## src/rtl/proc_mem_arbiter.sv

```systemverilog
// Round-robin arbiter sharing one fixed-latency, single-ported memory
// between the TinyRV1 fetch port (0) and the load/store port (1).
module proc_mem_arbiter #(
  parameter int unsigned LAT = 2,
  parameter int unsigned CW  = 4
) (
  input  logic        clk,
  input  logic        rst,

  input  logic        req0_val,
  output logic        req0_rdy,
  input  logic        req0_wen,
  input  logic [31:0] req0_addr,
  input  logic [31:0] req0_wdata,
  output logic        resp0_val,
  input  logic        resp0_rdy,
  output logic [31:0] resp0_data,

  input  logic        req1_val,
  output logic        req1_rdy,
  input  logic        req1_wen,
  input  logic [31:0] req1_addr,
  input  logic [31:0] req1_wdata,
  output logic        resp1_val,
  input  logic        resp1_rdy,
  output logic [31:0] resp1_data,

  output logic        mem_val,
  output logic        mem_wen,
  output logic [31:0] mem_addr,
  output logic [31:0] mem_wdata,
  input  logic [31:0] mem_rdata
);

  typedef enum logic [1:0] {
    IDLE,
    MEM,
    RESP
  } state_e;

  typedef struct packed {
    logic        wen;
    logic [31:0] addr;
    logic [31:0] wdata;
  } req_t;

  localparam logic [CW-1:0] CNT_INIT = CW'(LAT - 1);

  state_e        state_q, state_d;
  logic          prio_q, prio_d;
  logic          owner_q, owner_d;
  logic          wen_q, wen_d;
  logic [CW-1:0] cnt_q, cnt_d;
  logic [31:0]   rdata_q, rdata_d;

  req_t req0, req1, win_req;
  logic any_val;
  logic winner;
  logic gnt;
  logic resp_hs;

  assign req0 = '{wen: req0_wen, addr: req0_addr, wdata: req0_wdata};
  assign req1 = '{wen: req1_wen, addr: req1_addr, wdata: req1_wdata};

  assign any_val = req0_val | req1_val;

  always_comb begin
    winner = prio_q;
    unique case (1'b1)
      req0_val && !req1_val: winner = 1'b0;
      req1_val && !req0_val: winner = 1'b1;
      default:               winner = prio_q;
    endcase
  end

  assign win_req = winner ? req1 : req0;

  // A grant made while rst is high would be thrown away, so none is offered.
  assign gnt = (state_q == IDLE) && !rst && any_val;

  assign resp_hs = (state_q == RESP) &&
                   (owner_q ? resp1_rdy : resp0_rdy);

  always_comb begin
    state_d = state_q;
    prio_d  = prio_q;
    owner_d = owner_q;
    wen_d   = wen_q;
    cnt_d   = cnt_q;
    rdata_d = rdata_q;
    unique case (state_q)
      IDLE: begin
        if (gnt) begin
          owner_d = winner;
          prio_d  = ~winner;
          wen_d   = win_req.wen;
          cnt_d   = CNT_INIT;
          state_d = MEM;
        end
      end
      MEM: begin
        if (cnt_q != '0) begin
          cnt_d = cnt_q - CW'(1);
        end else begin
          rdata_d = wen_q ? 32'h0 : mem_rdata;
          state_d = RESP;
        end
      end
      RESP: begin
        if (resp_hs) begin
          state_d = IDLE;
        end
      end
      default: begin
        state_d = IDLE;
      end
    endcase
  end

  always_comb begin
    req0_rdy   = gnt && !winner;
    req1_rdy   = gnt &&  winner;
    mem_val    = gnt;
    mem_wen    = gnt && win_req.wen;
    mem_addr   = gnt ? win_req.addr  : 32'h0;
    mem_wdata  = gnt ? win_req.wdata : 32'h0;
    resp0_val  = (state_q == RESP) && !owner_q;
    resp1_val  = (state_q == RESP) &&  owner_q;
    resp0_data = resp0_val ? rdata_q : 32'h0;
    resp1_data = resp1_val ? rdata_q : 32'h0;
  end

  always_ff @(posedge clk) begin
    if (rst) begin
      state_q <= IDLE;
      prio_q  <= 1'b0;
      owner_q <= 1'b0;
      wen_q   <= 1'b0;
      cnt_q   <= '0;
      rdata_q <= 32'h0;
    end else begin
      state_q <= state_d;
      prio_q  <= prio_d;
      owner_q <= owner_d;
      wen_q   <= wen_d;
      cnt_q   <= cnt_d;
      rdata_q <= rdata_d;
    end
  end

endmodule

```

## config.mk

```make
export PLATFORM = sky130hd
export DESIGN_NAME = proc_mem_arbiter
export DESIGN_NICKNAME = d
export VERILOG_FILES = /design/src/rtl/proc_mem_arbiter.sv
export SDC_FILE = /design/constraint.sdc
export NUM_CORES = 1
export LEC_CHECK = 0
export ABC_CLOCK_PERIOD_IN_PS = 1500
export BUFFER_PORTS_ARGS = -buffer_cell sky130_fd_sc_hd__buf_4
export CAP_MARGIN = 20
export CORE_AREA = 2 2 117 119
export DETAILED_ROUTE_END_ITERATION = 7
export DIE_AREA = 0 0 119 121
export PLACE_DENSITY_LB_ADDON = 0.2
export SYNTH_ARGS = -nofsm -noshare
export SYNTH_HDL_FRONTEND = slang
export SYNTH_SLANG_ARGS = --single-unit
```

## constraint.sdc

```tcl
create_clock -name clk -period 1.5 [get_ports clk]
set_input_delay 0.15 -clock clk [delete_from_list [all_inputs] [get_ports clk]]
set_output_delay 0.15 -clock clk [all_outputs]
set_load 0.02 [all_outputs]
```

-- After elaboration in Yosys (flattened, before gate mapping)
Index checks and enable logic that the tools add are counted.
- flip-flop bits (word level): 41
- logic and storage cells: 53
- output and inout bits: 134
- input port bits: 168
- reductions and logical operators: 22
- bitwise operators: 3
- multiplexer cells: 15
- equality and inequality tests: 6
- $add $sub $neg: 1
- operator list (kind ; count):
    32-bit 2-to-1 mux ; 5
    65-bit 2-to-1 mux ; 1
    1-bit logical AND ; 10
    4-bit 2-to-1 mux ; 2
    2-bit != test, second input constant ; 4
    4-bit case mux with 2 select lines ; 1
    2-bit 2-to-1 mux ; 3
    2-bit case mux with 3 select lines ; 1
    3-bit AND reduction ; 2
    1-bit zero test ; 5
    2-bit AND reduction ; 2
    4-bit nonzero test ; 1
    4-bit by 1-bit subtractor with 4-bit output, second input constant ; 1
    2-bit by 1-bit equality test with 1-bit output, second input constant ; 1
    2-bit equality test, second input constant ; 1
    2-bit zero test ; 1
    1-bit NOT ; 2
    1-bit case mux with 2 select lines ; 1
    2-bit nonzero test ; 1
    1-bit 2-to-1 mux ; 1
    1-bit bitwise OR ; 1

-- Logic depth before layout (Yosys ltp)
Gate-level depths: netlist (run 1).
- word-level depth: 5
- gate-level depth with buffers: 8
- gate-level depth less buffers: 7

-- Worst setup path before layout (run 1)
OpenSTA, ideal clock, no wires.
- path type: in2out
- start: input req0_val
- end: output mem_addr[13]
- path slack: -0.386 ns
- data required time: 1.350 ns
- stages on the path: 7
- arrival time: 1.736 ns
- path buffers: 2
- cell sequence: inv_1 -> ha_1 -> mux2i_1 -> buf_2 -> clkbuf_1 -> nand2_1 -> a21oi_1
- longest elaborated chain between the ends: 5
- elaborated cells on any way between the ends: 8
- those cells by class: mux (3); bitwise (1); reduce/logical (4)
- RTL lines (element ; line ; text):
    start, declared ; 10 ; input logic req0_val,
    1-bit zero test ; 71 ; req1_val && !req0_val: winner = 1'b1;
    1-bit logical AND ; 71 ;
    1-bit case mux with 2 select lines ; 69 ; unique case (1'b1)
    65-bit 2-to-1 mux ; 76 ; assign win_req = winner ? req1 : req0;
    32-bit 2-to-1 mux * ; 125 ; mem_addr = gnt ? win_req.addr : 32'h0;
    end, declared ; 30 ; output logic [31:0] mem_addr,
Mark *: on every way between the ends. The rest lies on a longest branch, timed or not.

-- Worst setup path in the final report (run 1)
- start: register state_q[1]
- end: output mem_wdata[25]
- longest elaborated chain between the ends: 4
- RTL lines (element ; line ; text):
    start, declared ; 49 ; state_e state_q, state_d;
    start signal, assigned ; 142 ; state_q <= state_d;
    2-bit zero test ; 79 ; assign gnt = (state_q == IDLE) && !rst && any_val;
    1-bit logical AND (2 in series) ; 79 ;
    32-bit 2-to-1 mux ; 126 ; mem_wdata = gnt ? win_req.wdata : 32'h0;
    end, declared ; 31 ; output logic [31:0] mem_wdata,
Every way passes these cells.

==> metrics, run 1 <==
Top Metal Used met4; min-delay worst type in -> reg; Hold Slack 0.133 ns; Mean Syn Cell Area 6.50 µm²; # H-tree levels 2; area of placed instances 6420 µm²; die width 119 µm; power density over the cells 689 nW/µm²; Die Ht 121 µm; WL final 17.6 mm; clk root buf clkbuf_16; R2R Path End cnt_q[1]; core area 13,100 µm²; final hold vios 0; Final Setup Violations 170; vias in the first global route 4,668; # DRC 0; f_max 505 MHz; port bufs 301; hold depth 3; Top-Level Pins 302; initial antenna violation count 0; status finished, violations left; row count 42; Crit-path slowest cell or4_4; family with the most delay on the worst path simple AND/OR/NAND/NOR gates; worst slew pin tran 0.494 ns; Arr. time, crit path 1.83 ns; dpl ws -0.374 ns; Post-Layout Cell Count 998; fin crit share 132%; worst r2r path cells 9; CP Max Fanout 5; Worst Clk Skew 0.00499 ns; HPWL Detailed 12.2 mm; first-pass GRT wire length 25.1 mm; setup TNS -42.27 ns; failing checks setup timing; metal1 wirelength 6.91 mm; max incr delay on CP 0.58 ns; Max rail drop VDD 0.000489 V; area share of the largest cell type after synthesis 25.5%; met3 WL 993 µm; RSZ-0062 raised after global routing true; mapped cell area 3220 µm²; die area 14,400 µm²; Hold Path Sink rdata_q[29]; CP required 1.35 ns; CTS tree done; met2 WL post-DR 9.16 mm; WL/cell 17.6 µm; Crit. End Element output port; initial core utilization 24.6%; R2R Setup Slk -0.20 ns; largest net degree at the start of global routing 42; routability cong. 0.905; min setup slack post-route -0.480 ns; total gr overflow 0; Leak Pwr 3.40 nW; Yosys cell types 33; CTS Hold Bufs 0; Worst Path Buf+Inv 3; Via Count 4,851; Area Growth Syn to Fin 144%; Tot Pwr 5.40 mW; syn_nets 667; CTS buffer count 5; n_diodes 0; max_cap viols 0; DP Cell Count 956; Final nets 993; GRT Total Usage 21.7%; fin util 59.9%; post-synthesis cell count 495; violation count after the first detailed-route iteration 279; Max clock buf depth 2; Worst setup SP type flop; layout cell share with drive strength beyond 1 62.5%; Crit Path Category reg -> out; drt first pass iters 4; vias per cell 4.86; design area 7840 µm²; Clk Latency, worst-skew pair 0.29 ns; Sink Count 41; Slew Limit Fails 0; Period minus WS final 1.98 ns; slew margin rel. 67.1%; flops & latches, synth 41; crit-path cells or4_4 -> buf_12 -> clkbuf_16 -> a21oi_4 -> buf_6; top cells by area, synth dfxtp_1, nand2_1, a21oi_1; Final ANT Viol Nets 0; Reg clk slew, reported paths 0.07 ns; synth warn 0; sequential cell area fraction in the yosys report 25.5%; largest area contributor in the netlist dfxtp_1; HP Start mem_rdata[29]; worst r2r src cnt_q[0]
report_power, final:
part / internal, mW / switching [mW] / total [mW]
Clock: 0.790 / 0.497 / 1.29
Sequential: 1.16 / 0.0631 / 1.22
Combinational: 1.44 / 1.45 / 2.89
kinds of logic (layout without fill, tap and decap cells):
logic type,after synthesis,after routing,synth area share (%)
adder cells (fa/ha/maj),4,4,1.56
AND/OR/NAND/NOR,247,248,40.3
multiplexers,4,4,1.28
flip-flops,41,41,25.5
buffers and inverters,59,385,7.70
AO/OA/AOI/OAI,140,140,23.7
metal layers:
metal	track usage, %	up-vias
met5	0	-
met4	6.99	0
met3	4.28	32
met2	38.8	210
met1	26.0	2281
li1	-	2328
how the worst max path moves through the flow:
| stage | slack (ns) | startpoint | cells past startpoint | endpoint |
|---|---|---|---|---|
| detailed placement | -0.37 | req0_val | 8 | mem_wdata[25] |
| floorplan | -0.11 | state_q[0] | 5 | mem_wdata[13] |
| global placement | -0.30 | req0_val | 8 | mem_wdata[26] |
| CTS | -0.46 | state_q[1] | 4 | mem_addr[3] |
| global route | -0.51 | state_q[1] | 5 | mem_wdata[25] |
| finish | -0.48 | state_q[1] | 5 | mem_wdata[25] |
final cells by class:
cell class                      count  area (µm²)
Multi-Input combinational cell    396        3060
Inverter                            8        35.0
Timing Repair Buffer              369        3520
Fill cell                        1154        5250
Sequential cell                    41         827
Clock inverter                      3        43.8
Clock buffer                        5         125
Tap cell                          176         220
state kept, by name (all words and copies together) (netlist names):
name and count:
cnt_q 4, state_q 2, wen_q 1, rdata_q 32, owner_q 1, prio_q 1
cells in the mapped netlist:
cell       instances
a211o_1            1
a211oi_1           1
a211oi_2           1
a21oi_1           92
a21oi_2           10
and2_1            64
and3b_1            1
buf_1              3
buf_2              8
buf_6              2
clkbuf_1          38
clkinv_2           1
dfxtp_1           41
ha_1               4
inv_1              7
mux2_2             1
mux2i_1            3
nand2_1          131
nand2b_1           1
nand3_1            1
nand3b_1           1
nand4b_1          32
nor2_1             5
nor2b_1            3
nor3_1             3
nor3b_1            1
nor3b_2            1
o2111ai_1          1
o211ai_1           2
o21ai_0           32
or3_1              1
or3b_1             1
or4_1              1
placed cells by master, fill, tap and decap left out, drive strengths merged:
cell type,synthesis,final
o211ai,2,2
mux2,1,1
o21ai,32,32
dfxtp,41,41
bufinv,0,1
nor2b,3,3
or3,1,1
nor3b,2,2
ha,4,4
nand3b,1,1
or4,1,2
and3b,1,1
nand2b,1,1
o2111ai,1,1
mux2i,3,3
a211oi,2,2
clkbuf,38,13
nand3,1,1
a211o,1,1
buf,13,361
and2,64,64
nor2,5,5
or3b,1,1
clkinv,1,1
a21oi,102,102
nand2,131,131
nand4b,32,32
nor3,3,3
inv,7,9
tightest hold or removal path, delay by kind of cell:
kind | cells | cell delay [ns]
and+or+nand+nor | 1 | 0.07
buffers and inverters | 1 | 0.11
AOI/OAI and AO/OA | 1 | 0.05
repair_timing:
item | 4_1_cts | 5_1_grt
gates cloned | 5 | 10
endpoints found under the setup margin | 168 | 172
pin swaps | 3 | 16
setup buffers | 6 | 13
hold endpoints to repair | 0 | 0
resized for setup | 111 | 126
Power figures use the tool's default switching activity.
==> run 2, diff against run 1 <==
- RECOVER_POWER: default -> 50
==> run 2 against run 1 <==
The run still ends with setup timing left. Register-to-register slack barely moved. Critical path depth did not move. Cell area barely moved. Flip-flop and latch count did not move. Global-route usage did not move. Sequential share of layout area barely moved. Power barely moved. Non-clock buffer count did not move. Critical endpoint unchanged. Largest cell class unchanged.
==> metrics, run 2 (synthesis gave the netlist of run 1 again) <==
area of placed instances 6420 µm² (unchanged); CTS Hold Bufs 0 (unchanged); Crit-path slowest cell or4_4; Hold Slack 0.133 ns (+0.0000150 ns); Die Ht 121 µm (unchanged); CTS tree done; largest net degree at the start of global routing 42 (unchanged); R2R Setup Slk -0.20 ns (about the same); Post-Layout Cell Count 998 (unchanged); Arr. time, crit path 1.83 ns (about the same); Via Count 4,851 (unchanged); initial core utilization 24.6% (unchanged); Worst setup SP type flop; die width 119 µm (unchanged); CTS buffer count 5 (unchanged); Top-Level Pins 302 (unchanged); failing checks setup timing; design area 7830 µm² (about the same); drt first pass iters 4 (unchanged); Area Growth Syn to Fin 144% (about the same); Max clock buf depth 2 (unchanged); first-pass GRT wire length 25.1 mm (unchanged); worst r2r path cells 9 (unchanged); die area 14,400 µm² (unchanged); n_diodes 0 (unchanged); Period minus WS final 1.98 ns (+0.0000310 ns); worst r2r src cnt_q[0]; Slew Limit Fails 0 (unchanged); Clk Latency, worst-skew pair 0.29 ns (about the same); f_max 505 MHz (about the same); row count 42 (unchanged); initial antenna violation count 0 (unchanged); Final nets 993 (unchanged); most frequent cells in the layout buf_4, nand2_1, buf_6, a21oi_4, and2_1; HPWL Detailed 12.2 mm (unchanged); Worst Clk Skew 0.00499 ns (unchanged); Critical Path End mem_wdata[25]; CP Max Fanout 5 (unchanged); max_cap viols 0 (unchanged); power density over the cells 689 nW/µm² (about the same); max reg flops 32 (unchanged); Leak Pwr 3.39 nW (about the same); fin util 59.8% (about the same); setup TNS -42.28 ns (-0.00430 ns); Final Setup Violations 170 (unchanged); core area 13,100 µm² (unchanged); routability cong. 0.905 (unchanged); WL final 17.6 mm (about the same); port bufs 301 (unchanged); CP required 1.35 ns (about the same); worst slew pin tran 0.494 ns (-0.0000132 ns); min-delay worst type in -> reg; Max rail drop VDD 0.000489 V (about the same); DP Cell Count 956 (unchanged); max incr delay on CP 0.58 ns (about the same); Critical Path Source state_q[1]; RSZ-0062 raised after global routing true; Crit Path Category reg -> out; Sink Count 41 (unchanged); WL/cell 17.6 µm (about the same); Top reg by flops rdata_q; total gr overflow 0 (unchanged); fin crit share 132% (about the same); min setup slack post-route -0.480 ns (-0.0000310 ns); crit-path cells or4_4 -> buf_12 -> clkbuf_16 -> a21oi_4 -> buf_6; Reg clk slew, reported paths 0.07 ns (about the same); vias per cell 4.86 (unchanged); layout cell share with drive strength beyond 1 62.4% (-0.12 points); # DRC 0 (unchanged); final hold vios 0 (unchanged); clk root buf clkbuf_16; commonest non-fill, non-tap cell in the layout buf_4; status finished, violations left; violation count after the first detailed-route iteration 279 (unchanged); vias in the first global route 4,668 (unchanged); Largest regs rdata_q x32, cnt_q x4, state_q x2; Final ANT Viol Nets 0 (unchanged); R2R Path End cnt_q[1]; Crit. End Element output port; GRT Total Usage 21.7% (unchanged); slew margin rel. 67.1% (about the same); # H-tree levels 2 (unchanged)
-- run 2: changes by cell type in the layout (fill, tap and decap cells not counted) --
cell	before	now
buf_4	241	240
clkbuf_1	0	1
-- run 2: area by class of cell --
cell class | count | area (µm²)
inverters | 8 | 35.0
clock inverters | 3 | 43.8
fillers | 1155 | 5250
well taps | 176 | 220
flip-flops and latches | 41 | 827
repair buffers | 369 | 3520
multi-input cells | 396 | 3060
clock buffers | 5 | 125
-- run 2: critical path, delay by kind of cell, from the launching register on --
| kind | cells | cell delay (ns) |
|---|---|---|
| DFF | 1 | 0.34 |
| AOI/OAI and AO/OA | 1 | 0.14 |
| buffers and inverters | 3 | 0.48 |
| and+or+nand+nor | 1 | 0.58 |
-- run 2: worst min path at each step --
stage                       start     endpoint  slack (ns)  cells after the start
floorplan           mem_rdata[22]  rdata_q[22]        0.32                      2
global placement     mem_rdata[4]   rdata_q[4]        0.44                      3
detailed placement  mem_rdata[22]  rdata_q[22]        0.44                      3
CTS                  mem_rdata[1]   rdata_q[1]        0.14                      3
global route         mem_rdata[1]   rdata_q[1]        0.14                      3
finish              mem_rdata[29]  rdata_q[29]        0.13                      3
-- run 2: repair_timing --
item                       4_1_cts  5_1_grt
gates cloned                     5       10
hold endpoints to repair         0        0
pin swaps                        3       16
resized for setup              111      126
setup endpoints to repair      168      172
buffers inserted                 6       13
-- run 2: metal layers --
metal	GRT usage, %	up-vias	wire (µm)
met5	0	-	0
met4	6.99	0	495
met3	4.28	32	993
met2	38.8	210	9150
met1	26.0	2281	6910
li1	-	2328	-
-- run 2: through the flow --
stage / power (mW) / setup slack, ns
after floorplan: 2.43 / -0.112
after global placement: 3.31 / -0.300
after detailed placement: 3.35 / -0.374
after CTS: 4.93 / -0.461
after global routing: 5.61 / -0.506
final: 5.39 / -0.480
-- run 2: power breakdown --
part,internal [mW],leakage (nW),switching (mW)
clock,0.790,0.0842,0.497
sequential,1.16,0.335,0.0631
combinational,1.44,2.97,1.45
total,3.38,3.39,2.01
